==> config.mk <==
export PLATFORM = sky130hd
export DESIGN_NAME = gpc3111_rr_accum
export DESIGN_NICKNAME = d
export VERILOG_FILES = /design/src/rtl/gpc_pkg.sv /design/src/rtl/gpc3111_5.sv /design/src/rtl/gpc_rr_arb.sv /design/src/rtl/gpc3111_rr_accum.sv
export SDC_FILE = /design/constraint.sdc
export NUM_CORES = 1
export LEC_CHECK = 0
export CAP_MARGIN = 20
export CORE_UTILIZATION = 40
export CTS_CLUSTER_SIZE = 24
export DETAILED_ROUTE_END_ITERATION = 10
export PLACE_DENSITY_LB_ADDON = 0.08
export REMOVE_ABC_BUFFERS = 1
export SLEW_MARGIN = 20
export SYNTH_ARGS = -nofsm -noshare
export SYNTH_HDL_FRONTEND = slang
export SYNTH_SLANG_ARGS = --single-unit
==> constraint.sdc <==
create_clock -name clk -period 4.8 [get_ports clk]
set_input_delay 0.72 -clock clk [delete_from_list [all_inputs] [get_ports clk]]
set_output_delay 0.72 -clock clk [all_outputs]
set_load 0.05 [all_outputs]
==> src/rtl/gpc_pkg.sv <==
// Shared constants for the gpc3111_5 compressor and its round-robin accumulator wrapper.
package gpc_pkg;

    // Compressor operand and count widths
    localparam int unsigned GPC3111_IN_W  = 6;
    localparam int unsigned GPC3111_OUT_W = 5;

    // Bit positions inside the packed operand {src3[2:0], src2[0], src1[0], src0[0]}
    localparam int unsigned SRC0_BIT = 0;
    localparam int unsigned SRC1_BIT = 1;
    localparam int unsigned SRC2_BIT = 2;
    localparam int unsigned SRC3_LSB = 3;

    // Column weights of the four compressor inputs
    localparam int unsigned W_SRC0 = 1;
    localparam int unsigned W_SRC1 = 2;
    localparam int unsigned W_SRC2 = 4;
    localparam int unsigned W_SRC3 = 8;

    // Index width for n entries, never narrower than one bit
    function automatic int unsigned clog2_min1(input int unsigned n);
        return (n <= 1) ? 1 : $clog2(n);
    endfunction

endpackage

==> src/rtl/gpc3111_5.sv <==
// gpc3111_5 generalized parallel counter: weighted count of a 6-bit operand (range 0..31).
module gpc3111_5
    import gpc_pkg::*;
(
    input  logic [GPC3111_IN_W-1:0]  src,
    output logic [GPC3111_OUT_W-1:0] cnt
);

    // Weighted sum of the single-bit columns plus the three-bit weight-8 column
    always_comb begin
        cnt = GPC3111_OUT_W'(
                  W_SRC0 * 32'(src[SRC0_BIT])
                + W_SRC1 * 32'(src[SRC1_BIT])
                + W_SRC2 * 32'(src[SRC2_BIT])
                + W_SRC3 * (32'(src[SRC3_LSB]) + 32'(src[SRC3_LSB+1]) + 32'(src[SRC3_LSB+2])));
    end

endmodule

==> src/rtl/gpc_rr_arb.sv <==
// Pointer-masked round-robin priority select: first eligible index at or after rr_ptr, wrapping.
module gpc_rr_arb #(
    parameter int unsigned NREQ = 4,
    parameter int unsigned IDW  = 2
) (
    input  logic [NREQ-1:0] eligible,
    input  logic [IDW-1:0]  rr_ptr,
    output logic [NREQ-1:0] grant_c,
    output logic [IDW-1:0]  gidx_c,
    output logic            hit_c
);

    logic [NREQ-1:0] masked;
    logic            found;

    // Search the upper (masked) half first, fall back to the full vector to wrap
    always_comb begin
        masked  = '0;
        grant_c = '0;
        gidx_c  = '0;
        found   = 1'b0;
        for (int i = 0; i < int'(NREQ); i++) begin
            masked[i] = eligible[i] && (IDW'(i) >= rr_ptr);
        end
        for (int i = 0; i < int'(NREQ); i++) begin
            if (!found && masked[i]) begin
                found      = 1'b1;
                grant_c[i] = 1'b1;
                gidx_c     = IDW'(i);
            end
        end
        for (int i = 0; i < int'(NREQ); i++) begin
            if (!found && eligible[i]) begin
                found      = 1'b1;
                grant_c[i] = 1'b1;
                gidx_c     = IDW'(i);
            end
        end
        hit_c = found;
    end

endmodule

==> src/rtl/gpc3111_rr_accum.sv <==
// Round-robin time-sharing of one gpc3111_5 across NREQ framed operand streams,
// accumulating per-requester frame totals and emitting them on a valid/ready port.
module gpc3111_rr_accum
    import gpc_pkg::*;
#(
    parameter  int unsigned NREQ  = 4,
    parameter  int unsigned ACC_W = 12,
    localparam int unsigned IDW   = clog2_min1(NREQ)
) (
    input  logic                           clk,
    input  logic                           rst_n,
    input  logic [NREQ-1:0]                req_valid,
    output logic [NREQ-1:0]                req_ready,
    input  logic [NREQ*GPC3111_IN_W-1:0]   req_src,
    input  logic [NREQ-1:0]                req_last,
    output logic                           res_valid,
    input  logic                           res_ready,
    output logic [IDW-1:0]                 res_id,
    output logic [ACC_W-1:0]               res_sum,
    output logic                           res_ovf
);

    logic [IDW-1:0]           rr_ptr;
    logic [ACC_W-1:0]         acc [NREQ];
    logic [NREQ-1:0]          ovf;

    logic                     out_free;
    logic [NREQ-1:0]          eligible;
    logic [NREQ-1:0]          grant;
    logic [IDW-1:0]           gidx;
    logic                     hit;

    logic [GPC3111_IN_W-1:0]  src_sel;
    logic [ACC_W-1:0]         acc_sel;
    logic                     ovf_sel;
    logic                     last_sel;
    logic [GPC3111_OUT_W-1:0] cnt;
    logic [ACC_W:0]           sum;
    logic                     carry;
    logic                     hs;
    logic                     hs_last;

    // Last beats wait for a free result slot; non-last beats never stall
    always_comb begin
        out_free = !res_valid || res_ready;
        eligible = req_valid & (~req_last | {NREQ{out_free}});
    end

    gpc_rr_arb #(
        .NREQ (NREQ),
        .IDW  (IDW)
    ) u_arb (
        .eligible (eligible),
        .rr_ptr   (rr_ptr),
        .grant_c  (grant),
        .gidx_c   (gidx),
        .hit_c    (hit)
    );

    // Ready is the grant itself, forced low while reset is held
    always_comb begin
        req_ready = grant & {NREQ{rst_n}};
    end

    // One-hot mux of the granted requester's operand, accumulator and flags
    always_comb begin
        src_sel  = '0;
        acc_sel  = '0;
        ovf_sel  = 1'b0;
        last_sel = 1'b0;
        for (int i = 0; i < int'(NREQ); i++) begin
            if (grant[i]) begin
                src_sel  = req_src[i*GPC3111_IN_W +: GPC3111_IN_W];
                acc_sel  = acc[i];
                ovf_sel  = ovf[i];
                last_sel = req_last[i];
            end
        end
    end

    gpc3111_5 u_gpc (
        .src (src_sel),
        .cnt (cnt)
    );

    // Accumulate at one extra bit so the carry out flags frame overflow
    always_comb begin
        sum     = {1'b0, acc_sel} + (ACC_W+1)'(cnt);
        carry   = sum[ACC_W];
        hs      = hit;
        hs_last = hit && last_sel;
    end

    // Round-robin pointer moves just past the winner on every grant
    always_ff @(posedge clk or negedge rst_n) begin
        if (!rst_n) begin
            rr_ptr <= '0;
        end else if (hs) begin
            rr_ptr <= (gidx == IDW'(NREQ-1)) ? '0 : gidx + 1'b1;
        end
    end

    // Per-requester accumulators; cleared when the frame closes
    always_ff @(posedge clk or negedge rst_n) begin
        if (!rst_n) begin
            for (int i = 0; i < int'(NREQ); i++) begin
                acc[i] <= '0;
            end
            ovf <= '0;
        end else begin
            for (int i = 0; i < int'(NREQ); i++) begin
                if (hs && grant[i]) begin
                    if (last_sel) begin
                        acc[i] <= '0;
                        ovf[i] <= 1'b0;
                    end else begin
                        acc[i] <= sum[ACC_W-1:0];
                        ovf[i] <= ovf[i] | carry;
                    end
                end
            end
        end
    end

    // Result register: loads on a last beat, otherwise drains on consumer accept
    always_ff @(posedge clk or negedge rst_n) begin
        if (!rst_n) begin
            res_valid <= 1'b0;
            res_id    <= '0;
            res_sum   <= '0;
            res_ovf   <= 1'b0;
        end else if (hs_last) begin
            res_valid <= 1'b1;
            res_id    <= gidx;
            res_sum   <= sum[ACC_W-1:0];
            res_ovf   <= ovf_sel | carry;
        end else if (res_ready) begin
            res_valid <= 1'b0;
        end
    end

endmodule
---- Word level (Yosys, flattened, before mapping) ----
Index checks and enable logic that the tools add are counted.
W data, S select, Z words.
cells by class
  $lt $le $gt $ge ......................... 4
  reduce and logical (&&, ||, !) cells .... 26
  bitwise logic cells ..................... 9
  equality and inequality tests ........... 1
  $add $sub $neg .......................... 7
  muxes and demuxes ....................... 46
operator list
  operator               number
  $mux W12               5
  $mux W1                30
  $mux W6                4
  $logic_and A1 B1 Y1    16
  $mux W2                7
  $add A12 B5 Y13        1
  $and A4 B4 Y4          2
  $logic_not A1 Y1       8
  $add A5 B3 Y5          1
  $add A5 B5 Y5          1
  $or A1 B1 Y1           5
  $ge A1 B2 Y1 const A   2
  $ge A2 B2 Y1 const A   2
  $not A4 Y4             1
  $or A4 B4 Y4           1
  $add A1 B2 Y3          1
  $add A1 B1 Y2          1
  $add A2 B1 Y2          1
  $add A2 B1 Y2 const B  1
  $eq A2 B2 Y1 const B   1
  $reduce_bool A2 Y1     1
  $logic_or A1 B1 Y1     1
word-level totals
  bits in registers ....................... 70
  bits of input ports ..................... 35
  word-level logic and storage cells ...... 106

---- Longest topological paths before layout ----
Gate-level depths: netlist (run 1).
  word-level depth ........................ 34
  gate-level depth with buffers ........... 21

---- Hierarchy ----
A second synthesis (run 1) with hierarchy kept.
unflattened totals
  cell total of the unflattened synthesis .. 460
  area total of the unflattened synthesis .. 4172.8 sq um
modules (own cells, without submodules)
  module            seq. area each (sq um)  instances  area an instance (sq um)  cells an instance
  gpc3111_rr_accum  1751.7                  1          3953.8                    427
  gpc_rr_arb        0.0                     1          176.4                     29
  gpc3111_5         0.0                     1          42.5                      4

---- Worst setup path after synthesis (run 1) ----
No wires, ideal clock.
  kind .................................... register to register
  start ................................... register res_valid
  end ..................................... register res_sum[10]
  clock period less this slack ............ 4428 ps
  stages on the path, launching flop included .. 18
  data required time ...................... 4675 ps
  library setup time ...................... 125 ps
  setup slack ............................. 372 ps
  arrival ................................. 4303 ps
  cell sequence ........................... dfrtp_1 -> nand3b_1 -> a221oi_1 -> a31oi_1 -> nor2_1 -> clkbuf_1 -> a21boi_0 -> fa_1 -> inv_1 -> ha_1 -> o21ai_0 -> nand2b_1 -> a21oi_1 -> a21oi_1 -> nand3_1 -> nor2b_4 -> xnor2_1 -> mux2_2
on the way
  word-level cells in the longest chain between the ends .. 32
  elaborated cells between the ends (all ways) .. 56
  those cells by class .................... add/sub (6); mux (27); bitwise (2); reduce/logical (21)
RTL lines
  what                                            RTL line                          RTL
  start, declared                                 gpc3111_rr_accum.sv:16            output logic res_valid,
  start signal, assigned                          gpc3111_rr_accum.sv:128           res_valid <= 1'b0;
  start signal, assigned                          gpc3111_rr_accum.sv:133           res_valid <= 1'b1;
  start signal, assigned                          gpc3111_rr_accum.sv:138           res_valid <= 1'b0;
  $logic_not A1 Y1 *                              gpc3111_rr_accum.sv:45            out_free = !res_valid || res_ready;
  $logic_or A1 B1 Y1 *                            gpc3111_rr_accum.sv:45
  $or A4 B4 Y4 *                                  gpc3111_rr_accum.sv:46            eligible = req_valid & (~req_last | {NREQ{out_free}});
  $and A4 B4 Y4 *                                 gpc3111_rr_accum.sv:46
  $logic_and A1 B1 Y1                             gpc_rr_arb.sv:23                  masked[i] = eligible[i] && (IDW'(i) >= rr_ptr);
  $mux W1                                         gpc_rr_arb.sv:26                  if (!found && masked[i]) begin
  $logic_not A1 Y1                                gpc_rr_arb.sv:26
  $logic_and A1 B1 Y1                             gpc_rr_arb.sv:26
  (+16 left out)                                  --
  $logic_not A1 Y1                                gpc_rr_arb.sv:33                  if (!found && eligible[i]) begin
  $logic_and A1 B1 Y1                             gpc_rr_arb.sv:33
  $mux W1                                         gpc_rr_arb.sv:33
  $mux W6                                         gpc3111_rr_accum.sv:72            if (grant[i]) begin
  $add A1 B2 Y3 or $add A1 B1 Y2 (tied branches)  gpc3111_5.sv:13, gpc3111_5.sv:15
  $add A5 B3 Y5 or $add A2 B1 Y2 (tied branches)  gpc3111_5.sv:14, gpc3111_5.sv:15
  $add A5 B5 Y5                                   gpc3111_5.sv:15                   + W_SRC3 * (32'(src[SRC3_LSB]) + 32'(src[SRC3_LSB+1]) + 32'(src[SRC3_LSB+2])));
  $add A12 B5 Y13                                 gpc3111_rr_accum.sv:88            sum = {1'b0, acc_sel} + (ACC_W+1)'(cnt);
  end signal, assigned                            gpc3111_rr_accum.sv:135           res_sum <= sum[ACC_W-1:0];
  end, declared                                   gpc3111_rr_accum.sv:19            output logic [ACC_W-1:0] res_sum,
Every way passes the cells marked *; elsewhere a longest branch is shown, timed or not.
A chain may end at the register's enable or synchronous reset.

---- Worst setup path after layout (run 1) ----
  start ................................... input req_last[1]
  end ..................................... register ovf[2]
on the way
  word-level cells in the longest chain between the ends .. 31
  elaborated cells between the ends (all ways) .. 52
  those cells by class .................... add/sub (6); mux (27); bitwise (4); reduce/logical (15)
RTL lines
  what                                            RTL line                          RTL
  start, declared                                 gpc3111_rr_accum.sv:15            input logic [NREQ-1:0] req_last,
  $not A4 Y4                                      gpc3111_rr_accum.sv:46
  $or A4 B4 Y4                                    gpc3111_rr_accum.sv:46
  $and A4 B4 Y4                                   gpc3111_rr_accum.sv:46
  $logic_and A1 B1 Y1                             gpc_rr_arb.sv:23
  $logic_and A1 B1 Y1                             gpc_rr_arb.sv:26
  $mux W1                                         gpc_rr_arb.sv:26
  $logic_not A1 Y1                                gpc_rr_arb.sv:26
  $logic_and A1 B1 Y1                             gpc_rr_arb.sv:26
  (+15 left out)                                  --
  $mux W1                                         gpc_rr_arb.sv:33
  $mux W6                                         gpc3111_rr_accum.sv:72
  $add A1 B2 Y3 or $add A1 B1 Y2 (tied branches)  gpc3111_5.sv:13, gpc3111_5.sv:15
  $add A5 B3 Y5 or $add A2 B1 Y2 (tied branches)  gpc3111_5.sv:14, gpc3111_5.sv:15
  $add A5 B5 Y5                                   gpc3111_5.sv:15
  $add A12 B5 Y13                                 gpc3111_rr_accum.sv:88
  $or A1 B1 Y1                                    gpc3111_rr_accum.sv:118           ovf[i] <= ovf[i] | carry;
  $mux W1                                         gpc3111_rr_accum.sv:113           if (last_sel) begin
  end signal, assigned by index                   gpc3111_rr_accum.sv:118
  end, declared                                   gpc3111_rr_accum.sv:25            logic [NREQ-1:0] ovf;
Several ways; a longest one is shown, not always the timed one.

==> summary.md, run 1 <==
| Metric | Value |
|---|---|
| Outcome | finished, final reports clean |
| Amount of wire on met2 after detailed routing | 5160 um |
| CTS clock-pin slew for the worst setup and hold paths | ~0.07 ns |
| Max Clock Freq | 223 MHz |
| Total vias in the final route | approximately 3.5k |
| Cells taking the most area after synthesis | sky130_fd_sc_hd__dfrtp_1 (45%), sky130_fd_sc_hd__nand2_1 (9.9%), sky130_fd_sc_hd__a22o_1 (4.0%) |
| Path type of the worst setup path | input port to flop |
| Leading register cell type out of synthesis | sky130_fd_sc_hd__dfrtp_1 |
| WL per Instance | approximately 17 um |
| Netlist area before placement | between 0.003 and 0.004 mm^2 |
| Most frequent standard cell in the layout excluding fill and tap cells | sky130_fd_sc_hd__nand2_1 |
| Post-synth cell types | 60 |
| Number of DRC violations after detailed routing | 0 |
| Met1 WL | a little over 5000 um |
| Post-route core utilization | 53.6% |
| DP Wirelength | 7630 um |
| Nature of the critical path endpoint | flop |
| Yosys warnings | 0 |
| Maximum resistive drop on vdd | 0.000254 V |
| Launching element type of the critical path | input port |
| Remaining global-route overflow | 0 |
| Clock period minus final worst setup slack | about 4.5 ns |
| CTS HTree Levels | 3 |
| Share of the yosys chip area belonging to registers | around 45% |
| Library cell with the largest summed area after synthesis | sky130_fd_sc_hd__dfrtp_1 |
| Ratio of total power to cell area | roughly 640 mW/mm^2 |
| Insertion delay to the later sink of the worst-skew pair | about 0.35 ns |
| First-pass GRT wire length | 18000 um |
| Slew at the pin closest to its max-slew limit | between 0.8 and 0.9 ns |
| Max_slew headroom | 44.5% |
| DR WL met3 | approximately 560 um |
| Flip-flop and latch count after synthesis | 70 |
| Uppermost routed layer | met4 |
| Number of setup violations in the final report | 0 |
| Setup slack after layout | 0.312 ns |
| Floorplan Core Area | 0.00933 mm^2 |
| Global router's overall resource usage | 23.2% |
| Class of the most critical hold timing path | input port to async pin |
| TritonCTS buffer count | 9 |
| Ant. Diodes | 0 |
| 1st-pass router iterations | 5 |
| Count of placed standard cells including taps | 615 |
| Post-synth top area share | 44.9% |
| Die boundary height | between 100 and 150 um |
| Cell row count | 35 |
| Antenna violations before repair | 0 |
| Synthesized instance count | 425 |
| Number of antenna-violating nets in the routed design | 0 |
| Vias per cell | between 5 and 6 |
| Pin count of the biggest net entering global routing | 42 |
| Number of maximum-capacitance violations | 0 |
| Pleak | approximately 2.3 nW |
| Post-layout instance count excluding filler cells | 633 |
| Skew final | 0.00803 ns |
| Pins over their slew limit | 0 |
| Final weighted congestion of routability-driven global placement | 0.855 |
| Post-CTS Hold Buffers | 0 |
| Clock sink count | 70 |
| Largest driver fanout on the critical path | 6 |
| Total negative slack | 0 ns |
| Number of enable-type register cells in the synthesized netlist | 0 |
| Total Die Area | roughly 0.01 mm^2 |
| Via count of the first global-routing pass | about 3.5k |
| NumNets Final | 541 |
| IO Pins | 55 |
| Starting utilization of the core area | a little over two fifths |
| Mean instance size in the synthesized netlist | 9.18 um^2 |
| Maximum buffer depth of the clock tree | 2 |
| Final Hold Vio Count | 0 |
| TritonCTS clock tree | yes |
| Drt first-iter violations | 243 |
| Pre-CTS worst setup slack | -0.0972 ns |
| Commonest cells after routing, fill and taps aside | sky130_fd_sc_hd__nand2_1 (103), sky130_fd_sc_hd__dfrtp_1 (70), sky130_fd_sc_hd__clkdlybuf4s50_1 (52), sky130_fd_sc_hd__buf_4 (36), sky130_fd_sc_hd__o21ai_0 (24) |
| Number of buffer cells added on primary ports | 54 |
| Layout overhead on the synthesized area | 28.2% |
| Fill cell total of the finished layout | 875 |
| Clock Tree Root | sky130_fd_sc_hd__clkbuf_8 |
| Total Wirelength | roughly 11000 um |
| Post-route clock period utilization | 93.5% |
| Die outline width | 101 um |
| Endpoint required time on the critical path | 5.08 ns |
| Ratio of cells with drive above 1 in the final layout | approximately 14% |
| Critical path data arrival time | 4.77 ns |
| Fraction of registers with async set/reset | 100% |
[path summary, 6_finish.rpt]
path	from	endpoint	slack (ns)	cells after the start
max	req_last[1]	ovf[2]	0.31	17
min	rst_n	acc[27]	0.31	1
max reg2reg	rr_ptr[1]	ovf[2]	0.68	16
min reg2reg	res_sum[0]	res_sum[0]	0.48	2
max in group asynchronous	rst_n	ovf[2]	3.60	2
min in group clk	res_sum[0]	res_sum[0]	0.48	2
[synth_stat cells (all sizes together), types with 7 or more instances]
cell type and instances:
a222oi 13, a22o 18, a21oi 11, nor3 7, o21ai 28, o31ai 12, xnor2 7, a21boi 7
clkbuf 19, nand2 103, dfrtp 70, nor2b 10, and2 9, nor2 17, inv 10
[what timing repair did]
item                                    4_1_cts  5_1_grt
gates resized for setup                       0        6
setup buffers                                 0        2
endpoints found under the setup margin        0       14
[registers in the layout, indices dropped and copies added (netlist names)]
register	count
acc	48
ovf	4
res_id	2
res_ovf	1
res_sum	12
res_valid	1
rr_ptr	2
[through the flow]
step                      hold slack, ns  total power, mW  cell area (um^2)
final                              0.310             3.20              5000
after global routing               0.332             3.43              5000
after CTS                          0.317             3.20              4970
after detailed placement           0.460             2.65              4740
after global placement             0.452             2.63              4740
after floorplan                    0.424             2.02              3800
[cell type report]
type | instances | area, um^2 | area share, %
clock buffer | 9 | 124 | 2.48
clock inverter | 7 | 97.6 | 1.95
inverter | 10 | 37.5 | 0.750
multi-input combinational | 320 | 2040 | 40.8
sequential | 70 | 1750 | 35.0
tap | 129 | 161 | 3.23
timing repair buffer | 88 | 791 | 15.8
[metal layers]
layer  track usage [%]  up-vias
li1                  -     1690
met4              9.36        0
met3              3.54       12
met5                 0        -
met1              32.1     1716
met2              36.5      109
[critical path, cell delays in order]
cell,delay [ns]
sky130_fd_sc_hd__clkdlybuf4s50_1,0.55
sky130_fd_sc_hd__nand3b_1,0.22
sky130_fd_sc_hd__a222oi_1,0.50
sky130_fd_sc_hd__o21a_2,0.27
sky130_fd_sc_hd__a222oi_1,0.09
sky130_fd_sc_hd__a21boi_1,0.17
sky130_fd_sc_hd__fa_1,0.54
sky130_fd_sc_hd__inv_1,0.05
sky130_fd_sc_hd__ha_1,0.29
sky130_fd_sc_hd__o21ai_0,0.09
sky130_fd_sc_hd__nand2b_1,0.11
sky130_fd_sc_hd__a21oi_1,0.08
sky130_fd_sc_hd__a21oi_1,0.18
sky130_fd_sc_hd__nand3_1,0.19
sky130_fd_sc_hd__nor2b_4,0.24
sky130_fd_sc_hd__nor3b_4,0.31
sky130_fd_sc_hd__a22o_1,0.18
[power by group]
group          total [mW]  switching [mW]  internal [mW]
clock               0.536           0.242          0.294
sequential          0.937           0.145          0.792
combinational        1.73            1.08          0.655
[kinds of logic after synthesis]
logic type | after synthesis | share of synthesized area [%]
flip-flops | 70 | 44.9
AND/OR/NAND/NOR | 174 | 21.3
multiplexers | 7 | 1.92
buffers and inverters | 35 | 3.59
adder cells (fa/ha/maj) | 7 | 2.63
AO/OA/AOI/OAI | 122 | 23.3
XOR/XNOR | 10 | 2.44
Power figures use the tool's default switching activity.
==> inputs of run 2 (changes only) <==
CORE_ASPECT_RATIO = 1.5   (was not set)
CORE_MARGIN = 2   (was not set)
==> run 2 against run 1 <==
Effect of this change: sequential power is essentially flat; core utilization grew 0.16 points; global-route usage shrank 0.26 points; non-clock buffer count grew 8; hold slack lost 0.0035 ns; power grew 7.3%; critical path depth grew 4; largest cell class unchanged.
==> summary.md, run 2 (synthesized netlist as in run 1, its figures left out) <==
| Metric | Value |
|---|---|
| Total Wirelength | 11600 um (+6.2%) |
| First-pass GRT wire length | 18900 um (+4.9%) |
| Insertion delay to the later sink of the worst-skew pair | 0.34 ns (about the same) |
| Post-layout instance count excluding filler cells | 627 (-0.95%) |
| Max Clock Freq | 225 MHz (+1.2%) |
| Starting utilization of the core area | 40.7% (-1.1 points) |
| Path type of the worst setup path | input port to flop |
| Maximum resistive drop on vdd | 0.000325 V (+28%) |
| Die outline width | 84.6 um (-16%) |
| Total stage count of the critical path | 21 (+4) |
| Clock period minus final worst setup slack | 4.44 ns (-0.0522 ns) |
| Layout overhead on the synthesized area | 32.1% |
| Cell row count | 44 (+26%) |
| Ratio of cells with drive above 1 in the final layout | 14.8% (+0.76 points) |
| Largest delay contributor family on the critical path | simple AND/OR/NAND/NOR gates |
| Class of the most critical hold timing path | input port to async pin |
| TritonCTS clock tree | yes |
| TritonCTS buffer count | 9 (unchanged) |
| Launching element type of the critical path | input port |
| Drt first-iter violations | 271 (+12%) |
| Hold slack | 0.306 ns (-0.00346 ns) |
| Outcome | finished, final reports clean |
| Worst Reg-to-Reg Cells | 20 (+4) |
| Final Hold Vio Count | 0 (unchanged) |
| List of cells traversed by the critical path | clkdlybuf4s50_1 > nand3b_1 > a221oi_2 > a31oi_1 > nor2_1 > buf_4 > buf_4 > nand2_1 > nand2_1 > ha_1 > inv_1 > fa_1 > nor2b_1 > o21ai_0 > nand2b_1 > a21oi_1 > a21oi_1 > nand3_1 > nor2b_4 > xnor2_1 > mux2_2 |
| Nature of the critical path endpoint | flop |
| Register with the most flip-flops | acc |
| CTS clock-pin slew for the worst setup and hold paths | 0.05 ns (-0.02 ns) |
| NumNets Final | 549 (+1.5%) |
| Die boundary height | 125 um (+24%) |
| Biggest regs | acc: 48 flops, res_sum: 12 flops, ovf: 4 flops |
| Skew final | 0.00912 ns (+0.00109 ns) |
| Largest driver fanout on the critical path | 6 (unchanged) |
| Count of placed standard cells including taps | 611 (-0.65%) |
| Fill cell total of the finished layout | 921 (+5.3%) |
| Global router's overall resource usage | 22.9% (-0.26 points) |
| Flip-flop count of the largest register, all copies and words added | 48 (unchanged) |
| Post-route clock period utilization | 92.4% (-1.1 points) |
| Maximum buffer depth of the clock tree | 2 (unchanged) |
| Final weighted congestion of routability-driven global placement | 0.833 (-2.6%) |
| Number of maximum-capacitance violations | 0 (unchanged) |
| Setup slack after layout | 0.364 ns (+0.0522 ns) |
| Commonest cells after routing, fill and taps aside | sky130_fd_sc_hd__nand2_1 (103), sky130_fd_sc_hd__dfrtp_1 (70), sky130_fd_sc_hd__clkdlybuf4s50_1 (52), sky130_fd_sc_hd__buf_4 (41), sky130_fd_sc_hd__o21ai_0 (24) |
| Remaining global-route overflow | 0 (unchanged) |
| Pre-CTS worst setup slack | -0.0143 ns (+0.0829 ns) |
| Placement-stage cell area | 0.00482 mm^2 (+1.7%) |
| Startpoint of the worst register-to-register path | rr_ptr[1] |
| Ant. Diodes | 0 (unchanged) |
| Number of buffers and inverters on the critical path | 4 (+2) |
| WL per Instance | 18.5 um (+7.2%) |
| Unrepaired setup endpoints after global routing | false |
| Number of buffer cells added on primary ports | 54 (unchanged) |
| Clock Tree Root | sky130_fd_sc_hd__clkbuf_16 |
| Endpoint required time on the critical path | 5.02 ns (-0.06 ns) |
| Pleak | 2.38 nW (+4.1%) |
| Via count of the first global-routing pass | 3738 (+6.6%) |
| Critical path data arrival time | 4.66 ns (-0.11 ns) |
| Number of setup violations in the final report | 0 (unchanged) |
| CTS HTree Levels | 3 (unchanged) |
| Vias per cell | 5.65 (+1.4%) |
| Master of the slowest instance on the critical path | sky130_fd_sc_hd__clkdlybuf4s50_1 |
| IO Pins | 55 (unchanged) |
| Pin count of the biggest net entering global routing | 34 (-19%) |
| Finished layout cell area | 0.00515 mm^2 (+3.0%) |
| Clock sink count | 70 (unchanged) |
| Ratio of total power to cell area | 667 mW/mm^2 (+4.1%) |
| Slew at the pin closest to its max-slew limit | 0.774 ns (-0.0586 ns) |
| DP Wirelength | 8240 um (+7.9%) |
| Floorplan Core Area | 0.00958 mm^2 (+2.7%) |
| Most frequent standard cell in the layout excluding fill and tap cells | sky130_fd_sc_hd__nand2_1 |
| Delay contributed by the slowest stage of the critical path | 0.47 ns (-0.08 ns) |
| 1st-pass router iterations | 8 (+3) |
| Pins over their slew limit | 0 (unchanged) |
| Post-route core utilization | 53.8% (+0.16 points) |
| Number of DRC violations after detailed routing | 0 (unchanged) |
| Max_slew headroom | 48.4% (+3.9 points) |
| Number of antenna-violating nets in the routed design | 0 (unchanged) |
| CP Launch Point | res_ready |
| Antenna violations before repair | 0 (unchanged) |
| Total Die Area | 0.0106 mm^2 (+4.2%) |
| Total vias in the final route | 3543 (+0.45%) |
run 2: power by group:
group          internal, mW  leakage [nW]  total [mW]  switching (mW)
Combinational         0.697          1.31        1.79            1.09
Clock                 0.459         0.155       0.710           0.251
Sequential            0.794         0.916       0.937           0.144
Total                  1.95          2.38        3.44            1.49
run 2: layout make-up:
type | instances | area [um^2] | share of cell area, %
Clock inverter | 2 | 37.5 | 0.729
Tap cell | 115 | 144 | 2.79
Multi-Input combinational cell | 320 | 2020 | 39.3
Timing Repair Buffer | 96 | 873 | 16.9
Sequential cell | 70 | 1750 | 34.0
Inverter | 10 | 37.5 | 0.729
Clock buffer | 14 | 284 | 5.51
run 2: worst paths after layout:
kind | to | slack, ns
setup / recovery | res_sum[10] | 0.36
hold / removal | acc[36] | 0.31
setup reg to reg | res_sum[10] | 0.70
hold reg to reg | res_sum[8] | 0.46
max in group asynchronous | acc[23] | 3.71
min in group clk | res_sum[8] | 0.46
run 2: worst reg2reg max path, cell delays in order (launching register included):
cell,delay (ns)
sky130_fd_sc_hd__dfrtp_1,0.66
sky130_fd_sc_hd__nor2b_1,0.17
sky130_fd_sc_hd__a221oi_2,0.35
sky130_fd_sc_hd__a31oi_1,0.13
sky130_fd_sc_hd__nor2_1,0.19
sky130_fd_sc_hd__buf_4,0.17
sky130_fd_sc_hd__buf_4,0.15
sky130_fd_sc_hd__nand2_1,0.06
sky130_fd_sc_hd__nand2_1,0.07
sky130_fd_sc_hd__ha_1,0.18
sky130_fd_sc_hd__inv_1,0.06
sky130_fd_sc_hd__fa_1,0.41
sky130_fd_sc_hd__nor2b_1,0.11
sky130_fd_sc_hd__o21ai_0,0.08
sky130_fd_sc_hd__nand2b_1,0.10
sky130_fd_sc_hd__a21oi_1,0.07
sky130_fd_sc_hd__a21oi_1,0.16
sky130_fd_sc_hd__nand3_1,0.21
sky130_fd_sc_hd__nor2b_4,0.24
sky130_fd_sc_hd__xnor2_1,0.13
sky130_fd_sc_hd__mux2_2,0.28
run 2: what timing repair did:
item / 4_1_cts / 5_1_grt
setup buffers: 0 / 0
endpoints found under the setup margin: 0 / 4
hold buffers: 0 / 0
gates resized for setup: 0 / 1
run 2: metal layers:
layer	GRT usage [%]	part of all wire, %	vias up
met5	0	0	-
met2	39.0	52	77
met3	3.76	3.7	25
li1	-	-	1707
met1	28.3	42	1734
met4	10.4	2.7	0
run 2: per-stage QoR:
| step | TNS, ns | power, mW |
|---|---|---|
| 2_1_floorplan | -4.10 | 2.02 |
| 3_3_place_gp | 0 | 2.70 |
| 3_5_place_dp | -0.0190 | 2.72 |
| 4_1_cts | 0 | 3.45 |
| 5_1_grt | 0 | 3.68 |
| 6_report | 0 | 3.44 |
